### src/rtl/banzai_bridge_pkg.sv
// Shared types and helpers for the banzAI AXI4-Lite to SRAM bridge.
// FSM state encoding, arbitration priority, AXI response codes.
package banzai_bridge_pkg;

   typedef enum logic [2:0] {
      IDLE,
      WREQ,
      BRESP,
      RREQ,
      RWAIT,
      RRESP
   } state_e;

   typedef enum logic {
      PRIO_W = 1'b0,
      PRIO_R = 1'b1
   } prio_e;

   localparam logic [1:0] RESP_OKAY   = 2'b00;
   localparam logic [1:0] RESP_SLVERR = 2'b10;

   // Byte offset within the window -> word offset.
   function automatic logic [63:0] word_off(
      input logic [63:0] byte_off,
      input int unsigned lsb
   );
      return byte_off >> lsb;
   endfunction

endpackage

### src/rtl/banzai_axil_sram_bridge.sv
// AXI4-Lite slave to single-word SRAM req/gnt bridge, one transaction in flight.
// Define BANZAI_BRIDGE_ERR_EN to answer out-of-window accesses with SLVERR.
module banzai_axil_sram_bridge
   import banzai_bridge_pkg::*;
#(
   parameter int                    ADDR_WIDTH = 32,
   parameter int                    DATA_WIDTH = 32,
   parameter int                    MEM_AW     = 12,
   parameter logic [ADDR_WIDTH-1:0] BASE_ADDR  = '0
) (
   input  logic                      clk_i,
   input  logic                      rst_ni,
   input  logic [ADDR_WIDTH-1:0]     s_awaddr,
   input  logic [2:0]                s_awprot,
   input  logic                      s_awvalid,
   output logic                      s_awready,
   input  logic [DATA_WIDTH-1:0]     s_wdata,
   input  logic [DATA_WIDTH/8-1:0]   s_wstrb,
   input  logic                      s_wvalid,
   output logic                      s_wready,
   output logic [1:0]                s_bresp,
   output logic                      s_bvalid,
   input  logic                      s_bready,
   input  logic [ADDR_WIDTH-1:0]     s_araddr,
   input  logic [2:0]                s_arprot,
   input  logic                      s_arvalid,
   output logic                      s_arready,
   output logic [DATA_WIDTH-1:0]     s_rdata,
   output logic [1:0]                s_rresp,
   output logic                      s_rvalid,
   input  logic                      s_rready,
   output logic                      mem_req_o,
   input  logic                      mem_gnt_i,
   output logic                      mem_we_o,
   output logic [MEM_AW-1:0]         mem_addr_o,
   output logic [DATA_WIDTH-1:0]     mem_wdata_o,
   output logic [DATA_WIDTH/8-1:0]   mem_be_o,
   input  logic                      mem_rvalid_i,
   input  logic [DATA_WIDTH-1:0]     mem_rdata_i
);

   localparam int          BW  = DATA_WIDTH / 8;
   localparam int unsigned LSB = $clog2(BW);
   localparam int unsigned WIN = MEM_AW + LSB;

   state_e state, state_n;
   prio_e  prio;

   logic                  we_q;
   logic [MEM_AW-1:0]     addr_q;
   logic [DATA_WIDTH-1:0] wdata_q;
   logic [BW-1:0]         be_q;
   logic [1:0]            resp_q;
   logic [DATA_WIDTH-1:0] rdata_q;

   logic                  w_pend;
   logic                  take_w;
   logic                  take_r;
   logic                  prio_flip;
   logic                  aw_err;
   logic                  ar_err;
   logic [ADDR_WIDTH-1:0] aw_off;
   logic [ADDR_WIDTH-1:0] ar_off;
   logic [63:0]           aw_word;
   logic [63:0]           ar_word;
   logic                  unused;

   assign w_pend  = s_awvalid && s_wvalid;
   assign aw_off  = s_awaddr - BASE_ADDR;
   assign ar_off  = s_araddr - BASE_ADDR;
   assign aw_word = word_off(64'(aw_off), LSB);
   assign ar_word = word_off(64'(ar_off), LSB);

`ifdef BANZAI_BRIDGE_ERR_EN
   assign aw_err = |(64'(aw_off) >> WIN);
   assign ar_err = |(64'(ar_off) >> WIN);
`else
   assign aw_err = 1'b0;
   assign ar_err = 1'b0;
`endif

   assign unused = ^{s_awprot, s_arprot, aw_word, ar_word, WIN};

   assign mem_we_o    = we_q;
   assign mem_addr_o  = addr_q;
   assign mem_wdata_o = wdata_q;
   assign mem_be_o    = be_q;
   assign s_bresp     = resp_q;
   assign s_rresp     = resp_q;
   assign s_rdata     = rdata_q;

   // State register.
   always_ff @(posedge clk_i or negedge rst_ni) begin
      if (!rst_ni) state <= IDLE;
      else         state <= state_n;
   end

   // Arbitration, handshakes and next state.
   always_comb begin
      state_n   = state;
      take_w    = 1'b0;
      take_r    = 1'b0;
      prio_flip = 1'b0;
      s_awready = 1'b0;
      s_wready  = 1'b0;
      s_arready = 1'b0;
      s_bvalid  = 1'b0;
      s_rvalid  = 1'b0;
      mem_req_o = 1'b0;
      unique case (state)
         IDLE: begin
            if (rst_ni) begin
               if (w_pend && (!s_arvalid || prio == PRIO_W))
                  take_w = 1'b1;
               else if (s_arvalid)
                  take_r = 1'b1;
               prio_flip = w_pend && s_arvalid;
            end
            s_awready = take_w;
            s_wready  = take_w;
            s_arready = take_r;
            if (take_w) state_n = aw_err ? BRESP : WREQ;
            if (take_r) state_n = ar_err ? RRESP : RREQ;
         end
         WREQ: begin
            mem_req_o = 1'b1;
            if (mem_gnt_i) state_n = BRESP;
         end
         BRESP: begin
            s_bvalid = 1'b1;
            if (s_bready) state_n = IDLE;
         end
         RREQ: begin
            mem_req_o = 1'b1;
            if (mem_gnt_i) state_n = RWAIT;
         end
         RWAIT: begin
            if (mem_rvalid_i) state_n = RRESP;
         end
         RRESP: begin
            s_rvalid = 1'b1;
            if (s_rready) state_n = IDLE;
         end
         default: state_n = IDLE;
      endcase
   end

   // Request/response holding registers and round-robin priority.
   always_ff @(posedge clk_i or negedge rst_ni) begin
      if (!rst_ni) begin
         prio    <= PRIO_W;
         we_q    <= 1'b0;
         addr_q  <= '0;
         wdata_q <= '0;
         be_q    <= '0;
         resp_q  <= RESP_OKAY;
         rdata_q <= '0;
      end else begin
         if (prio_flip)
            prio <= (prio == PRIO_W) ? PRIO_R : PRIO_W;
         if (take_w) begin
            we_q    <= 1'b1;
            addr_q  <= aw_word[MEM_AW-1:0];
            wdata_q <= s_wdata;
            be_q    <= s_wstrb;
            resp_q  <= aw_err ? RESP_SLVERR : RESP_OKAY;
         end
         if (take_r) begin
            we_q    <= 1'b0;
            addr_q  <= ar_word[MEM_AW-1:0];
            resp_q  <= ar_err ? RESP_SLVERR : RESP_OKAY;
            rdata_q <= '0;
         end
         if (state == RWAIT && mem_rvalid_i)
            rdata_q <= mem_rdata_i;
      end
   end

endmodule

### config.mk
export PLATFORM = sky130hd
export DESIGN_NAME = banzai_axil_sram_bridge
export DESIGN_NICKNAME = d
export VERILOG_FILES = /design/src/rtl/banzai_bridge_pkg.sv /design/src/rtl/banzai_axil_sram_bridge.sv
export SDC_FILE = /design/constraint.sdc
export NUM_CORES = 1
export LEC_CHECK = 0
export CAP_MARGIN = 40
export CORE_UTILIZATION = 30
export CTS_CLUSTER_DIAMETER = 150
export CTS_CLUSTER_SIZE = 10
export DETAILED_ROUTE_END_ITERATION = 8
export PLACE_DENSITY = 0.7
export SYNTH_ARGS = -nofsm -noshare
export SYNTH_HDL_FRONTEND = slang
export SYNTH_SLANG_ARGS = --single-unit
### constraint.sdc
create_clock -name clk_i -period 4 [get_ports clk_i]
set_clock_uncertainty 0.15 [all_clocks]
set_input_delay 0.4 -clock clk_i [delete_from_list [all_inputs] [get_ports clk_i]]
set_output_delay 0.4 -clock clk_i [all_outputs]
set_load 0.02 [all_outputs]
==> results of run 1 <==
-- kinds of logic (layout without fill, tap and decap cells) --
| group | Yosys count | after routing |
|---|---|---|
| AOI/OAI and AO/OA | 53 | 53 |
| xor gates and xnor gates | 1 | 1 |
| buffers and inverters | 60 | 248 |
| DFF | 85 | 85 |
| muxes | 37 | 37 |
| other | 1 | 4 |
| and+or+nand+nor | 18 | 18 |
-- placed cells by master, fill, tap and decap left out, drive strengths merged --
cell type      synthesis  routed
mux2                  37      37
nor4bb                 1       1
clkbuf                 3      11
a32o                   1       1
clkinvlp               0       2
a22o                  32      32
xnor2                  1       1
clkdlybuf4s50          0     186
bufinv                 0       2
nor4b                  1       1
clkinv                 0       1
o21bai                 1       1
and2                   2       2
dfrtp                 85      85
nand3b                 1       1
nor2b                  3       3
nand3                  1       1
a222oi                12      12
conb                   1       4
nor3b                  1       1
and3                   2       2
a21oi                  2       2
dlygate4sd3            0       1
a221o                  1       1
nand4b                 1       1
a221oi                 1       1
nand2                  3       3
a31oi                  1       1
nor2                   1       1
nand2b                 1       1
o21ai                  2       2
inv                   38      38
buf                   19       7
-- synth_stat cells, types with 3 or more instances --
master	instances	share of area (%)
a222oi_1	12	3.5
a22o_1	32	8.2
buf_2	10	1.5
buf_4	9	2.0
clkbuf_1	3	0.33
dfrtp_1	85	62
inv_1	38	4.2
mux2_1	36	12
nand2_1	3	0.33
nor2b_1	3	0.55
-- flip-flops by register name (all words and copies together) (netlist names) --
register	cells
mem_we_o	1
state	3
prio	1
s_rdata	32
mem_addr_o	12
mem_wdata_o	32
mem_be_o	4
-- where the power goes --
group	switching [W]	internal (W)
logic	0.000850	0.000967
clock network	0.000328	0.000565
registers	0.000208	0.00121
-- final cells by class --
class / count / area (µm²) / area share (%)
clock inverter: 5 / 83.8 / 1.45
tap: 140 / 175 / 3.02
sequential: 85 / 2130 / 36.7
clock buffer: 11 / 243 / 4.19
inverter: 38 / 143 / 2.46
timing repair buffer: 194 / 1960 / 33.9
multi-input combinational: 113 / 1060 / 18.3
-- worst max path at each step --
stage,startpoint,slack (ns),end
2_1_floorplan,state[0],1.92,s_wready
3_3_place_gp,s_arvalid,1.11,s_arready
3_5_place_dp,s_arvalid,1.10,s_arready
4_1_cts,rst_ni,0.57,s_arready
5_1_grt,rst_ni,0.42,s_arready
6_report,rst_ni,0.57,s_arready
-- timing repair --
item	in CTS	in global routing
setup endpoints to repair	0	0
hold buffers	1	0
endpoints found under the hold margin	6	0
-- layer usage --
layer	part of all wire, %	vias up	GRT usage [%]
li1	-	1266	-
met1	44	1306	19.9
met2	48	119	25.9
met3	7.0	8	3.77
met4	1.1	0	4.73
met5	0	-	0
-- worst max-delay path, stage by stage --
cell and delay, ns:
dlygate4sd3_1 0.57, buf_4 0.21, nor4b_4 0.37, and3_1 0.60, clkdlybuf4s50_1 0.72
-- metrics by stage --
stage | setup WS [ns] | hold WS [ns]
final | 0.573 | 0.332
after global routing | 0.424 | 0.348
after CTS | 0.569 | 0.337
after detailed placement | 1.10 | 0.0899
after global placement | 1.11 | 0.0861
after floorplan | 1.92 | -0.0456
==> run summary, run 1 <==
Final Slew Violations: 0
Worst VDD drop: 310 µV
Synth unique cells: 31
Share of layout cells above drive strength 1: 6.05%
Power consumption: 0.00413 W
Layout Nets: 588
Cell Area, Placed: 5460 µm²
Critical path peak fanout: 14
Diode count: 0
Largest net degree at the start of global routing: 51
Buffer count from post-CTS setup fixing: 0
Worst r2r path cells: 4
Reg2Reg Setup Slack: 1.54 ns
CP Capture Type: primary output
Die ar.: 11,800 µm²
Gate Count Post-Synth: 255
# DRC: 0
Fin. Hold Viols: 0
Yosys warning total: 0
Syn avg cell area: 13.4 µm²
Rows: 38
Worst hold path type: flop to flop
Async S/R FF share, synth: 100%
# fillers: 1,002
Sequential share of the synthesized area: 62.2%
Mapped Area: 3420 µm²
Post-route design area: 5800 µm²
IO Count: 238
Status: completed
Initial core utilization: 31.1%
Max Root-Sink Buffers: 2
PortBufs: 187
Drt initial violations: 145
DR vias: 2,699
Minimum clock period: 3.43 ns
Synth Flop Type: dfrtp_1
Core region area: 11,000 µm²
Via/cell ratio: 4.61
Main combinational cell family by area after synthesis: compound AO/OA/AOI/OAI gates
Critical path data required time: 3.45 ns
DRT Pass-1 Iters: 7
WP data arrival: 2.88 ns
Clock-pin slew reported for the worst setup and hold paths after clock tree synthesis: 0.06 ns
Clock Root Buffer: clkbuf_16
Worst Tran Pin Value: 0.610 ns
Vias in the first global route: 2,830
DIE WIDTH: 109 µm
Hold Path Origin: mem_wdata_o[26]
H-Tree Depth: 3
Die Y: 109 µm
Initial antenna violation count: 0
Pleak: 2.59 nW
Dpl hpwl: 6.61 mm
Max-Cap Viols: 0
Remaining Overflow, GRT: 0
Critical path type: input pin to primary output
RSZ-0062 raised after global routing: no
Relative slew slack: 59.3%
CTS tree: yes
FF-to-FF End: mem_wdata_o[1]
WL/cell: 15.4 µm
XOR/XNOR share of the synthesized area: 0.256%
CTS buffer count: 9
Final setup TNS: 0 ns
Core Util, Final: 52.8%
P per Cell Area: 712 nW/µm²
Post-Synth Adder-Cell Area: 0%
Placed Cells: 569
Crit start category: input pin
Final std cells w/o fill: 586
First-pass GRT wire length: 14.0 mm
R2r startpoint: state[0]
Remaining antenna violation count: 0
CTS sink count: 85
Final Cycle Share: 85.7%
GP Congestion: 0.718
Number of gates resized after CTS: 0
Synth Area in Compound Gates: 13.5%
Seq cells post-synth: 85
Area growth from synthesis to layout: 69.6%
GR Util All Layers: 15.5%
Number of synthesized flops with an enable pin: 0
Simple-gate portion of the synthesized area: 3.73%
Clock latency on the worst-skew pair: 0.32 ns
Final wirelength: 9.02 mm
Multiplexer share of the synthesized area: 12.2%
Setup-failing EPs final: 0
Worst Hold Path EP: mem_wdata_o[26]
Min-Delay Path Depth: 1
Fmax: 292 MHz
Note: power is estimated with default switching activity, not from simulation.
==> run 2, diff against run 1 <==
ABC_AREA = 1   (was not set)
CORE_ASPECT_RATIO = 0.8   (was not set)
PLACE_DENSITY = 0.68   (was 0.7)
==> run 2 against run 1 <==
Synthesized cell count up 80%. Via count up 29%. Register-to-register slack better by 0.11 ns. Die area up 11%. Clock power down 4.8%. Synthesized area up 11%. Wire length up 13%. First-iteration DRC count down 31%. Worst hold slack worse by 0.014 ns. Final cell count up 39%. Setup slack better by 0.19 ns. Utilization down 3.1 points.
==> run summary, run 2 <==
Seq cells post-synth: 85
Switching power: 0.00167 W
CTS sink count: 85
Gate Count Post-Synth: 459
Relative slew slack: 49.3%
Yosys top cell by area: dfrtp_1
Worst VDD drop: 301 µV
# DRC: 0
# fillers: 1,154
Clock Root Buffer: clkbuf_16
CP max stage delay: 0.71 ns
Clock latency on the worst-skew pair: 0.33 ns
Synth top area share: 56.0%
Final std cells w/o fill: 813
Number of synthesized flops with an enable pin: 0
Area growth from synthesis to layout: 60.1%
Async S/R FF share, synth: 100%
CP Capture Type: primary output
Final Slew Violations: 0
Post-synth top cells: nand2_1 (164), dfrtp_1 (85), inv_1 (65), nand3_1 (52), o21ai_1 (24)
Cell Int Power: 0.00272 W
Power consumption: 0.00440 W
Critical path's top delay family: buffers and inverters
CP bufs+invs: 3
CTS buffer count: 9
Mapped Area: 3800 µm²
Pleak: 3.02 nW
Switching share of power: 38.1%
Status: completed
Count leader, synth: nand2_1
CP cell instances: dlygate4sd3_1 > buf_4 > nand3_1 > nor2_4 > clkdlybuf4s50_1
Remaining Overflow, GRT: 0
IO Count: 238
Diode count: 0
Setup ws final: 0.761 ns
Clock-pin slew reported for the worst setup and hold paths after clock tree synthesis: 0.06 ns
GP Congestion: 0.857
Final Cycle Share: 81.0%
Die ar.: 13,100 µm²
Vias in the first global route: 3,423
GR Util All Layers: 15.9%
WP data arrival: 2.69 ns
P per Cell Area: 723 nW/µm²
Max-Cap Viols: 0
First-pass GRT wire length: 16.3 mm
Power share of the clock group: 19.3%
Critical path data required time: 3.45 ns
Core Util, Final: 49.7%
Initial core utilization: 31.0%
Pre-CTS setup slack: 1.09 ns
Fin. Hold Viols: 0
Flop pwr share: 33.7%
Critical path type: input pin to primary output
Commonest non-fill, non-tap cells in the layout: clkdlybuf4s50_1 (186), nand2_1 (164), dfrtp_1 (85)
Critical path peak fanout: 30
Worst Tran Pin Value: 0.760 ns
Initial antenna violation count: 0
Synth Flop Type: dfrtp_1
Sequential share of the synthesized area: 56.0%
Yosys warning total: 0
Minimum clock period: 3.24 ns
CP max-delay cell: clkdlybuf4s50_1
Leading cell type in the layout, fill and taps excluded: clkdlybuf4s50_1
Core region area: 12,300 µm²
Placed Cells: 796
Combinational Power Share: 46.9%
Synth unique cells: 22
Setup-failing EPs final: 0
RSZ-0062 raised after global routing: no
PortBufs: 187
Max Root-Sink Buffers: 2
Via/cell ratio: 4.29
WL/cell: 12.6 µm
H-Tree Depth: 3
Syn avg cell area: 8.28 µm²
Largest net degree at the start of global routing: 60
DIE WIDTH: 128 µm
Drt initial violations: 100
Crit start category: input pin
DR vias: 3,489
Rows: 36
Fmax: 309 MHz
Buffer count from post-CTS setup fixing: 0
Die Y: 103 µm
CTS tree: yes
Share of layout cells above drive strength 1: 4.98%
Dpl hpwl: 7.27 mm
Final wirelength: 10.2 mm
Worst hold path type: flop to flop
Number of gates resized after CTS: 0
Remaining antenna violation count: 0
Largest cells by area after synthesis: dfrtp_1 (56%), nand2_1 (16%), nand3_1 (6.8%), inv_1 (6.4%), o21ai_1 (3.2%)
Layout Nets: 784
Final setup TNS: 0 ns
DRT Pass-1 Iters: 4
run 2: cell count changes after synthesis, moves of 23 or more:
cell / change
nand2_1: +161
inv_1: +27
o21ai_1: +23
nand3_1: +51
a22o_1: -32
mux2_1: -36
run 2: worst min-delay path, cell delays in order, from the launching register on:
cell,delay [ns]
dfrtp_1,0.34
nand2_1,0.05
nand2_1,0.05
run 2: what timing repair did:
item | CTS | global route
hold buffers | 1 | 0
hold endpoints to repair | 26 | 0
endpoints found under the setup margin | 0 | 0
run 2: path summary, 6_finish.rpt:
path	endpoint	cells after the start	from	slack (ns)
worst min register to register	mem_wdata_o[24]	2	mem_wdata_o[24]	0.32
worst min-delay path	mem_wdata_o[24]	2	mem_wdata_o[24]	0.32
min in group asynchronous	prio	2	rst_ni	0.41
worst max-delay path	s_awready	5	rst_ni	0.76
worst max register to register	mem_addr_o[9]	8	prio	1.65
max in group asynchronous	mem_wdata_o[1]	3	rst_ni	2.19
run 2: power by group through the flow:
stage,sequential [W],clock [W],combinational (W)
final,0.00148,0.000851,0.00206
after global routing,0.00153,0.000918,0.00224
after CTS,0.00149,0.000881,0.00209
after detailed placement,0.00149,0,0.00209
after global placement,0.00147,0,0.00206
after floorplan,0.00194,0,0.000578
run 2: metal layers:
| layer | routed length, µm | part of all wire [%] | global-route usage (%) |
|---|---|---|---|
| met1 | 4380 | 43 | 18.8 |
| met2 | 4660 | 46 | 26.1 |
| met3 | 1070 | 10 | 7.11 |
| met4 | 105 | 1.0 | 4.62 |
| met5 | 0 | 0 | 0 |
run 2: logic make-up after synthesis:
| group | Yosys count | synth area share, % |
|---|---|---|
| compound gates | 33 | 4.35 |
| buf+inv | 97 | 11.6 |
| other cells | 1 | 0.0987 |
| simple gates | 242 | 27.8 |
| xor+xnor | 1 | 0.231 |
| flops | 85 | 56.0 |
run 2: per-stage QoR:
step / cell area (µm²) / hold slack, ns
2_1_floorplan: 3810 / -0.0456
3_3_place_gp: 5740 / 0.207
3_5_place_dp: 5760 / 0.206
4_1_cts: 6080 / 0.323
5_1_grt: 6080 / 0.337
6_report: 6080 / 0.318
run 2: layout make-up:
cell class                      count  area, µm²  share of cell area (%)
Clock buffer                       10        239                    3.93
Clock inverter                      6       71.3                    1.17
Inverter                           68        258                    4.24
Multi-Input combinational cell    280       1240                    20.5
Sequential cell                    85       2130                    35.0
Tap cell                          171        214                    3.52
Timing Repair Buffer              193       1930                    31.7
